--- config.mk ---
export PLATFORM = sky130hd
export DESIGN_NAME = pong_render_core
export DESIGN_NICKNAME = d
export VERILOG_FILES = /design/src/rtl/pong_render_core.sv
export SDC_FILE = /design/constraint.sdc
export NUM_CORES = 1
export LEC_CHECK = 0
export CAP_MARGIN = 30
export CORE_MARGIN = 3
export CORE_UTILIZATION = 57
export DETAILED_ROUTE_END_ITERATION = 10
export PLACE_DENSITY = 0.82
export SLEW_MARGIN = 40
export SYNTH_ARGS = -nofsm -noshare
export SYNTH_HDL_FRONTEND = slang
export SYNTH_SLANG_ARGS = --single-unit
--- constraint.sdc ---
create_clock -name clk -period 8.1 [get_ports clk]
set_input_delay 2.025 -clock clk [delete_from_list [all_inputs] [get_ports clk]]
set_output_delay 2.025 -clock clk [all_outputs]
set_load 0.05 [all_outputs]
--- src/rtl/pong_render_core.sv ---
// Pong pixel renderer: frame-shadowed scene, seven-segment scores, registered RGB and collision flag.
// Define CENTER_NET_EN to add a dashed centre net.
module pong_render_core #(
   parameter int unsigned V_ACTIVE     = 480,
   parameter int unsigned BORDER_H     = 8,
   parameter int unsigned PADDLE_OFS   = 8,
   parameter int unsigned PADDLE_W     = 11,
   parameter int unsigned PADDLE_H     = 41,
   parameter int unsigned BALL_SIZE    = 8,
   parameter int unsigned SCORE_W      = 4,
   parameter int unsigned DIGIT1_X     = 226,
   parameter int unsigned DIGIT2_X     = 366,
   parameter int unsigned DIGIT_Y      = 168,
   parameter int unsigned BLINK_FRAMES = 32,
   parameter logic [11:0] FG           = 12'hFFF,
   parameter logic [11:0] BG           = 12'h000
) (
   input  logic               clk,
   input  logic               rst,
   input  logic               valid,
   input  logic [9:0]         h_cnt,
   input  logic [9:0]         v_cnt,
   input  logic [9:0]         ballX,
   input  logic [9:0]         ballY,
   input  logic [9:0]         posX1,
   input  logic [9:0]         posX2,
   input  logic [9:0]         posY1,
   input  logic [9:0]         posY2,
   input  logic [SCORE_W-1:0] score1,
   input  logic [SCORE_W-1:0] score2,
   input  logic [1:0]         game_state,
   input  logic [1:0]         winner,
   output logic [3:0]         vgaRed,
   output logic [3:0]         vgaGreen,
   output logic [3:0]         vgaBlue,
   output logic               BouncingObject,
   output logic               frame_tick
);

   localparam int unsigned BLINK_W = (BLINK_FRAMES > 1) ? $clog2(BLINK_FRAMES) : 1;
   localparam logic [10:0] BORDER_TOP = 11'(BORDER_H);
   localparam logic [10:0] BORDER_BOT = 11'(V_ACTIVE - BORDER_H);
   localparam logic [10:0] OFS        = 11'(PADDLE_OFS);
   localparam logic [10:0] PAD_W_M1   = 11'(PADDLE_W - 1);
   localparam logic [10:0] PAD_H_M1   = 11'(PADDLE_H - 1);
   localparam logic [10:0] BALL_M1    = 11'(BALL_SIZE - 1);
   localparam logic [10:0] D1_X       = 11'(DIGIT1_X);
   localparam logic [10:0] D2_X       = 11'(DIGIT2_X);
   localparam logic [10:0] D_Y        = 11'(DIGIT_Y);

   logic [9:0]         r_ball_x, r_ball_y, r_pos_x1, r_pos_x2, r_pos_y1, r_pos_y2;
   logic [SCORE_W-1:0] r_score1, r_score2;
   logic [1:0]         r_state, r_winner;
   logic               r_shadow_ok;
   logic [BLINK_W-1:0] r_blink_cnt;
   logic [11:0]        r_rgb;
   logic               r_bounce;
   logic               r_frame_tick;

   logic [10:0] w_h, w_v;
   logic [10:0] w_p1_x, w_p1_y, w_p2_x, w_p2_y, w_b_x, w_b_y;
   logic        w_boundary, w_border, w_paddle, w_ball, w_net, w_digit;
   logic [3:0]  w_dig1, w_dig2;
   logic        w_hide1, w_hide2;
   logic [11:0] w_rgb;

   function automatic logic in_rng(input logic [10:0] p, input logic [10:0] lo,
                                   input logic [10:0] hi);
      return (p >= lo) && (p <= hi);
   endfunction

   function automatic logic glyph_hit(input logic [10:0] h, input logic [10:0] v,
                                      input logic [10:0] x0, input logic [3:0] digit);
      logic [10:0] dx, dy;
      logic [6:0]  seg;   // {a,b,c,d,e,f,g}
      logic [6:0]  mask;
      dx     = h - x0;
      dy     = v - D_Y;
      seg[6] = in_rng(dx, 11'd4, 11'd20)  && in_rng(dy, 11'd0, 11'd4);
      seg[5] = in_rng(dx, 11'd20, 11'd24) && in_rng(dy, 11'd4, 11'd18);
      seg[4] = in_rng(dx, 11'd20, 11'd24) && in_rng(dy, 11'd18, 11'd32);
      seg[3] = in_rng(dx, 11'd4, 11'd20)  && in_rng(dy, 11'd32, 11'd36);
      seg[2] = in_rng(dx, 11'd0, 11'd4)   && in_rng(dy, 11'd18, 11'd32);
      seg[1] = in_rng(dx, 11'd0, 11'd4)   && in_rng(dy, 11'd4, 11'd18);
      seg[0] = in_rng(dx, 11'd4, 11'd20)  && in_rng(dy, 11'd16, 11'd20);
      case (digit)
         4'd0:    mask = 7'b1111110;
         4'd1:    mask = 7'b0110000;
         4'd2:    mask = 7'b1101101;
         4'd3:    mask = 7'b1111001;
         4'd4:    mask = 7'b0110011;
         4'd5:    mask = 7'b1011011;
         4'd6:    mask = 7'b1011111;
         4'd7:    mask = 7'b1110000;
         4'd8:    mask = 7'b1111111;
         4'd9:    mask = 7'b1111011;
         default: mask = 7'b0000000;
      endcase
      return in_rng(h, x0, x0 + 11'd24) && in_rng(v, D_Y, D_Y + 11'd36) && (|(seg & mask));
   endfunction

   assign w_h        = {1'b0, h_cnt};
   assign w_v        = {1'b0, v_cnt};
   assign w_boundary = (h_cnt == 10'd0) && (v_cnt == 10'(V_ACTIVE));

   assign w_p1_x = {1'b0, r_pos_x1} + OFS;
   assign w_p1_y = {1'b0, r_pos_y1} + OFS;
   assign w_p2_x = {1'b0, r_pos_x2} + OFS;
   assign w_p2_y = {1'b0, r_pos_y2} + OFS;
   assign w_b_x  = {1'b0, r_ball_x};
   assign w_b_y  = {1'b0, r_ball_y};

   assign w_border = (w_v < BORDER_TOP) || (w_v >= BORDER_BOT);
   assign w_paddle = r_shadow_ok &&
                     ((in_rng(w_h, w_p1_x, w_p1_x + PAD_W_M1) &&
                       in_rng(w_v, w_p1_y, w_p1_y + PAD_H_M1)) ||
                      (in_rng(w_h, w_p2_x, w_p2_x + PAD_W_M1) &&
                       in_rng(w_v, w_p2_y, w_p2_y + PAD_H_M1)));
   assign w_ball   = r_shadow_ok && (r_state != 2'b00) &&
                     in_rng(w_h, w_b_x, w_b_x + BALL_M1) && in_rng(w_v, w_b_y, w_b_y + BALL_M1);

   assign w_dig1  = (r_score1 > SCORE_W'(9)) ? 4'd9 : 4'(r_score1);
   assign w_dig2  = (r_score2 > SCORE_W'(9)) ? 4'd9 : 4'(r_score2);
   assign w_hide1 = (r_state == 2'b11) && (r_winner == 2'b01) &&
                    (r_blink_cnt >= BLINK_W'(BLINK_FRAMES / 2));
   assign w_hide2 = (r_state == 2'b11) && (r_winner == 2'b10) &&
                    (r_blink_cnt >= BLINK_W'(BLINK_FRAMES / 2));
   // Scores are scene content too: nothing but the border draws before the first frame load.
   assign w_digit = r_shadow_ok &&
                    ((!w_hide1 && glyph_hit(w_h, w_v, D1_X, w_dig1)) ||
                     (!w_hide2 && glyph_hit(w_h, w_v, D2_X, w_dig2)));

`ifdef CENTER_NET_EN
   assign w_net = in_rng(w_h, 11'd318, 11'd321) && !v_cnt[4] && !w_border;
`else
   assign w_net = 1'b0;
`endif

   // Every drawn element shares FG, so the priority order collapses to an OR.
   assign w_rgb = !valid ? 12'h000 :
                  (w_border || w_paddle || w_ball || w_net || w_digit) ? FG : BG;

   always_ff @(posedge clk) begin
      if (rst) begin
         r_ball_x     <= '0;
         r_ball_y     <= '0;
         r_pos_x1     <= '0;
         r_pos_x2     <= '0;
         r_pos_y1     <= '0;
         r_pos_y2     <= '0;
         r_score1     <= '0;
         r_score2     <= '0;
         r_state      <= '0;
         r_winner     <= '0;
         r_shadow_ok  <= 1'b0;
         r_blink_cnt  <= '0;
         r_rgb        <= '0;
         r_bounce     <= 1'b0;
         r_frame_tick <= 1'b0;
      end else begin
         r_rgb        <= w_rgb;
         r_bounce     <= valid && (w_border || w_paddle);
         r_frame_tick <= w_boundary;
         if (w_boundary) begin
            r_ball_x    <= ballX;
            r_ball_y    <= ballY;
            r_pos_x1    <= posX1;
            r_pos_x2    <= posX2;
            r_pos_y1    <= posY1;
            r_pos_y2    <= posY2;
            r_score1    <= score1;
            r_score2    <= score2;
            r_state     <= game_state;
            r_winner    <= winner;
            r_shadow_ok <= 1'b1;
            r_blink_cnt <= r_blink_cnt + BLINK_W'(1);
         end
      end
   end

   assign {vgaRed, vgaGreen, vgaBlue} = r_rgb;
   assign BouncingObject              = r_bounce;
   assign frame_tick                  = r_frame_tick;

endmodule

# Word level (Yosys, flattened, before mapping)
# Memory sizes are Yosys's and may differ from the RTL's.
# Index checks and enable logic that the tools add are counted.
# op_classes
add_sub_neg,14
n_eq_ne,4
n_reduce_logical,66
n_lt_le_gt_ge,45
bitwise,3
muxes,3
# ops
operator,n
10-bit by 11-bit <= comparator with 1-bit output,6
"11-bit by 5-bit <= comparator with 1-bit output, second input constant",6
1-bit logical AND,53
"10-bit by 4-bit adder with 11-bit output, second input constant",4
10-bit by 11-bit greater-or-equal comparator with 1-bit output,4
"11-bit by 5-bit greater-or-equal comparator with 1-bit output, second input constant",4
"11-bit by 1-bit greater-or-equal comparator with 1-bit output, second input constant",3
"11-bit by 3-bit greater-or-equal comparator with 1-bit output, second input constant",3
"11-bit by 3-bit <= comparator with 1-bit output, second input constant",3
"10-bit by 3-bit adder with 11-bit output, second input constant",2
"11-bit by 4-bit adder with 11-bit output, second input constant",2
"11-bit by 6-bit adder with 11-bit output, second input constant",2
"11-bit by 6-bit <= comparator with 1-bit output, second input constant",2
"10-bit by 8-bit subtractor with 11-bit output, second input constant",2
10-bit greater-or-equal comparator,2
"10-bit by 8-bit greater-or-equal comparator with 1-bit output, second input constant",2
"10-bit by 9-bit greater-or-equal comparator with 1-bit output, second input constant",2
"10-bit by 8-bit <= comparator with 1-bit output, second input constant",2
7-bit bitwise AND,2
7-bit OR reduction,2
12-bit two-way mux,1
"11-bit by 6-bit greater-or-equal comparator with 1-bit output, second input constant",1
"10-bit by 9-bit subtractor with 11-bit output, second input constant",1
"10-bit by 9-bit equality test with 1-bit output, second input constant",1
other kinds (14),23
# word_totals
regBits,92
output_inout_bits,14
word_cells,152
inputBits,95
n_memories,2
rom_bits,224
# mem_list
name,depth,width,read_ports,rd_ports_with_merged_regs,write_ports,line_no,source
(no name shown),16,7,1,0,0,86,case (digit)
(no name shown),16,7,1,0,0,86,

# Longest topological paths before layout
# logic_depth
depth_word,12
depth_mapped,16
mapped_depth_nobuf,16

# Worst setup path after synthesis
# OpenSTA, ideal clock, no wires.
# synth_path
kind,input port to flip-flop
from,input v_cnt[4]
to,register r_rgb[10]
path_buffers,0
required_ps,8026
setup_ps,74
slack_ps,4113
stages,10
arrival_ps,3913
path_cell_list,inv_1 -> ha_1 -> or3b_4 -> a2111oi_4 -> o22ai_2 -> o31ai_2 -> o211ai_1 -> a21oi_1 -> a311oi_1 -> a31oi_1
# synth_via
elab_chain_cells,12
word_cells_on_any_way,66
cone_classes,add/sub (1); order compare (20); mux (1); bitwise (2); reduce/logical (42)
# synth_rtl
element,line_no,source
start: declaration,22,"input logic [9:0] v_cnt,"
10-bit by 8-bit subtractor with 11-bit output,78,dy = v - D_Y;
11-bit by 5-bit greater-or-equal comparator with 1-bit output (tied with other cells),69,return (p >= lo) && (p <= hi);
1-bit logical AND,69,
1-bit logical AND (tied with other cells),85,"seg[0] = in_rng(dx, 11'd4, 11'd20) && in_rng(dy, 11'd16, 11'd20);"
7-bit bitwise AND,99,"return in_rng(h, x0, x0 + 11'd24) && in_rng(v, D_Y, D_Y + 11'd36) && (|(seg & mask));"
7-bit OR reduction,99,
1-bit logical AND,99,
"1-bit logical AND, on equally long branches","130, 131",
1-bit logical OR,130,"((!w_hide1 && glyph_hit(w_h, w_v, D1_X, w_dig1)) ||"
1-bit logical AND,129,assign w_digit = r_shadow_ok &&
1-bit logical OR *,141,(w_border || w_paddle || w_ball || w_net || w_digit) ? FG : BG;
12-bit two-way mux *,141,
end signal: assignment,161,r_rgb <= w_rgb;
end: declaration,56,logic [11:0] r_rgb;
# Every way passes the cells marked *; elsewhere a longest branch is shown, timed or not.
# A chain may end at the register's enable or synchronous reset.

# Worst setup path in the final report
# layout_path
from,input v_cnt[3]
to,register r_rgb[10]
# Same word-level chain as after synthesis.

==> metrics.txt <==
Area contributors post-synth=ha_1 (23%), dfxtp_1 (20%), nand2_1 (9.2%); Die Wd=124 um; final worst slack=2.81 ns; P&R area growth vs syn=17.7%; sequential share of the synthesized area=20.3%; post-synthesis cell area=8000 um2; Nets=1371; FMAX=189 MHz; Synth Net Count=1294; Post-synth EDFFs=0; area of the multi-input gates=5880 um2; Starting Density=59.2%; fin crit share=65.3%; gr ovfl total=0; count leader, synth=nand2_1; synth unique cells=71; Hold WS=0.450 ns; Hold Crit Class=reg -> reg; final hold vios=0; # diodes=0; Max Transition Viols Final=0; top cell type's share of synthesized area=22.7%; Synthesis Warnings=0; worst-path maximum fanout=17; port buffer count=108; largest net degree at the start of global routing=58; R2R cell count=14; grt met1 use=34.2%; Worst-Margin Slew=0.913 ns; Tmin final=5.29 ns; Worst Skew=0.00661 ns; Chip Height=124 um; Final Setup Violations=0; routability congestion estimate=0.927; Seq. cell area=1620 um2; CTS max path bufs=2; P_leak=3.49 nW; main flop type after synthesis=dfxtp_1; final wirelength=21.1 mm; Worst Min Path Start=r_pos_y1[1]$_SDFFE_PP0P_; register-to-register setup slack=4.35 ns; initial antenna violation count=0; status=completed; DR DRC count=0; total global-route track usage=27.2%; vias in the first global route=7566; Syn Inst Count=1054; CTS tree=built; r2r startpoint=r_pos_x2[3]$_SDFFE_PP0P_; DRT iter0 DRCs=524; RR Endpoint=r_rgb[10]$_SDFF_PP0_; met3 usage=5.40%; post-route ant nets=0; Final Non-Filler Cells=1311; CP arrival=5.54 ns; Worst setup SP type=input port; Hold Crit Depth=2; die area=15500 um2; Fillers=1123; Inserted Clock Buffers=9; share of post-route cells with drive strength above 1=3.35%; Setup WS pre-CTS=2.51 ns; final instance area=9420 um2; WP data required=8.35 ns; CTS Sinks=81; CTS Hold Buffers Added=0; routed via count=7669; Final Power=1.07 mW; peak supply drop=105 uV; # resized after CTS=0; most frequent cells after synthesis=nand2_1 (196), ha_1 (145), a21oi_1 (116); Reg clk slew, reported paths=0.06 ns; unrepaired setup endpoints after global routing=no; DP Cell Count=1295; Row Count=42; final setup TNS=0 ns; clock insertion delay at the later pin of the skew report=0.35 ns; layer with the highest usage=met2; max cap viols=0; #FFs+latches synth=81; area post-placement=9090 um2; Root Buffer=clkbuf_16; post-synth top area cell=ha_1; first-pass GRT wire length=35.6 mm; CORE AREA=13500 um2; WS Path Type=in -> reg; Via density=5.85; asr flop ratio synth=0%; dpl hpwl=15.8 mm; first-pass detailed-route iteration total=5; syn_area_per_cell=7.59 um2; DR WL/cell=16.1 um; worst hold path endpoint=r_pos_y1[1]$_SDFFE_PP0P_; Slew headroom=38.4%; PwrDens=114 nW/um2; Worst Setup End Kind=flop; htree depth=3; Layout Utilization=69.8%; Post-CTS Setup Inserts=0; Ports=109; GR Util met2=46.9%
logic make-up after synthesis:
family / count (synthesis) / share of synthesized area, %
AO/OA/AOI/OAI: 257 / 20.3
AND/OR/NAND/NOR: 381 / 22.3
flip-flops: 81 / 20.3
buffers and inverters: 116 / 6.29
XOR/XNOR: 69 / 7.55
adder cells (fa/ha/maj): 145 / 22.7
multiplexers: 5 / 0.626
where the power goes:
group	total [mW]	internal [mW]	switching [mW]
Clock	0.468	0.300	0.168
Combinational	0.203	0.0939	0.109
Sequential	0.399	0.399	0.000654
how the worst max path moves through the flow:
stage / start / endpoint / slack [ns]
after floorplan: v_cnt[4] / r_rgb[10]$_SDFF_PP0_ / 4.11
after global placement: v_cnt[3] / r_rgb[10]$_SDFF_PP0_ / 2.54
after detailed placement: h_cnt[3] / r_ball_y[9]$_SDFFE_PP0P_ / 2.51
after CTS: h_cnt[3] / r_ball_y[6]$_SDFFE_PP0P_ / 2.87
after global routing: v_cnt[3] / r_rgb[10]$_SDFF_PP0_ / 2.60
final: v_cnt[3] / r_rgb[10]$_SDFF_PP0_ / 2.81
per-layer routing:
layer  vias to the layer above  wire (um)
met5                         -          0
met2                       245      10100
met1                      3525       9370
met4                         0        414
met3                        40       1220
li1                       3859          -
flip-flops by register name (all words and copies together), names as in the netlist:
signal / count
r_rgb: 1
r_pos_x2: 10
frame_tick: 1
r_state: 2
r_shadow_ok: 1
r_pos_y1: 10
r_ball_x: 10
r_blink_cnt: 5
r_winner: 2
r_ball_y: 10
r_pos_y2: 10
r_score1: 4
r_pos_x1: 10
BouncingObject: 1
r_score2: 4
cells in the final DEF (no fill, tap or decap), types with 5 or more instances in the layout:
cell type | synthesis | final
xnor2_1 | 44 | 44
clkdlybuf4s50_1 | 0 | 107
xor2_1 | 25 | 25
nand4_1 | 15 | 15
a21oi_1 | 116 | 116
ha_1 | 145 | 145
nand3_1 | 33 | 33
o21a_1 | 8 | 8
a221oi_1 | 5 | 5
a31oi_1 | 7 | 7
inv_1 | 69 | 69
nor3_1 | 29 | 29
nor2b_1 | 11 | 11
and3_1 | 10 | 10
clkbuf_16 | 0 | 9
o22ai_1 | 7 | 7
nor2_1 | 41 | 41
nand2_1 | 196 | 196
dfxtp_1 | 81 | 81
a21o_1 | 12 | 12
nand2b_1 | 9 | 9
o21ai_0 | 35 | 35
o211ai_1 | 11 | 11
mux2i_1 | 5 | 5
buf_4 | 16 | 5
a211oi_1 | 12 | 12
nor4_1 | 5 | 5
area by class of cell:
type | instances | share of cell area [%]
inverter | 69 | 2.75
clock inverter | 3 | 0.956
clock buffer | 12 | 2.51
timing repair buffer | 113 | 11.8
multi-input combinational | 857 | 62.4
sequential | 81 | 17.2
tap | 176 | 2.34
critical path, cell delays in order:
cell and delay, ns:
clkdlybuf4s50_1 0.96, inv_1 0.17, ha_1 0.29, xor2_1 0.25
a2111oi_1 0.63, o22ai_2 0.23, o311ai_0 0.49, a311oi_1 0.19
a31oi_1 0.30
No activity file was read; power rests on OpenSTA's default activity.
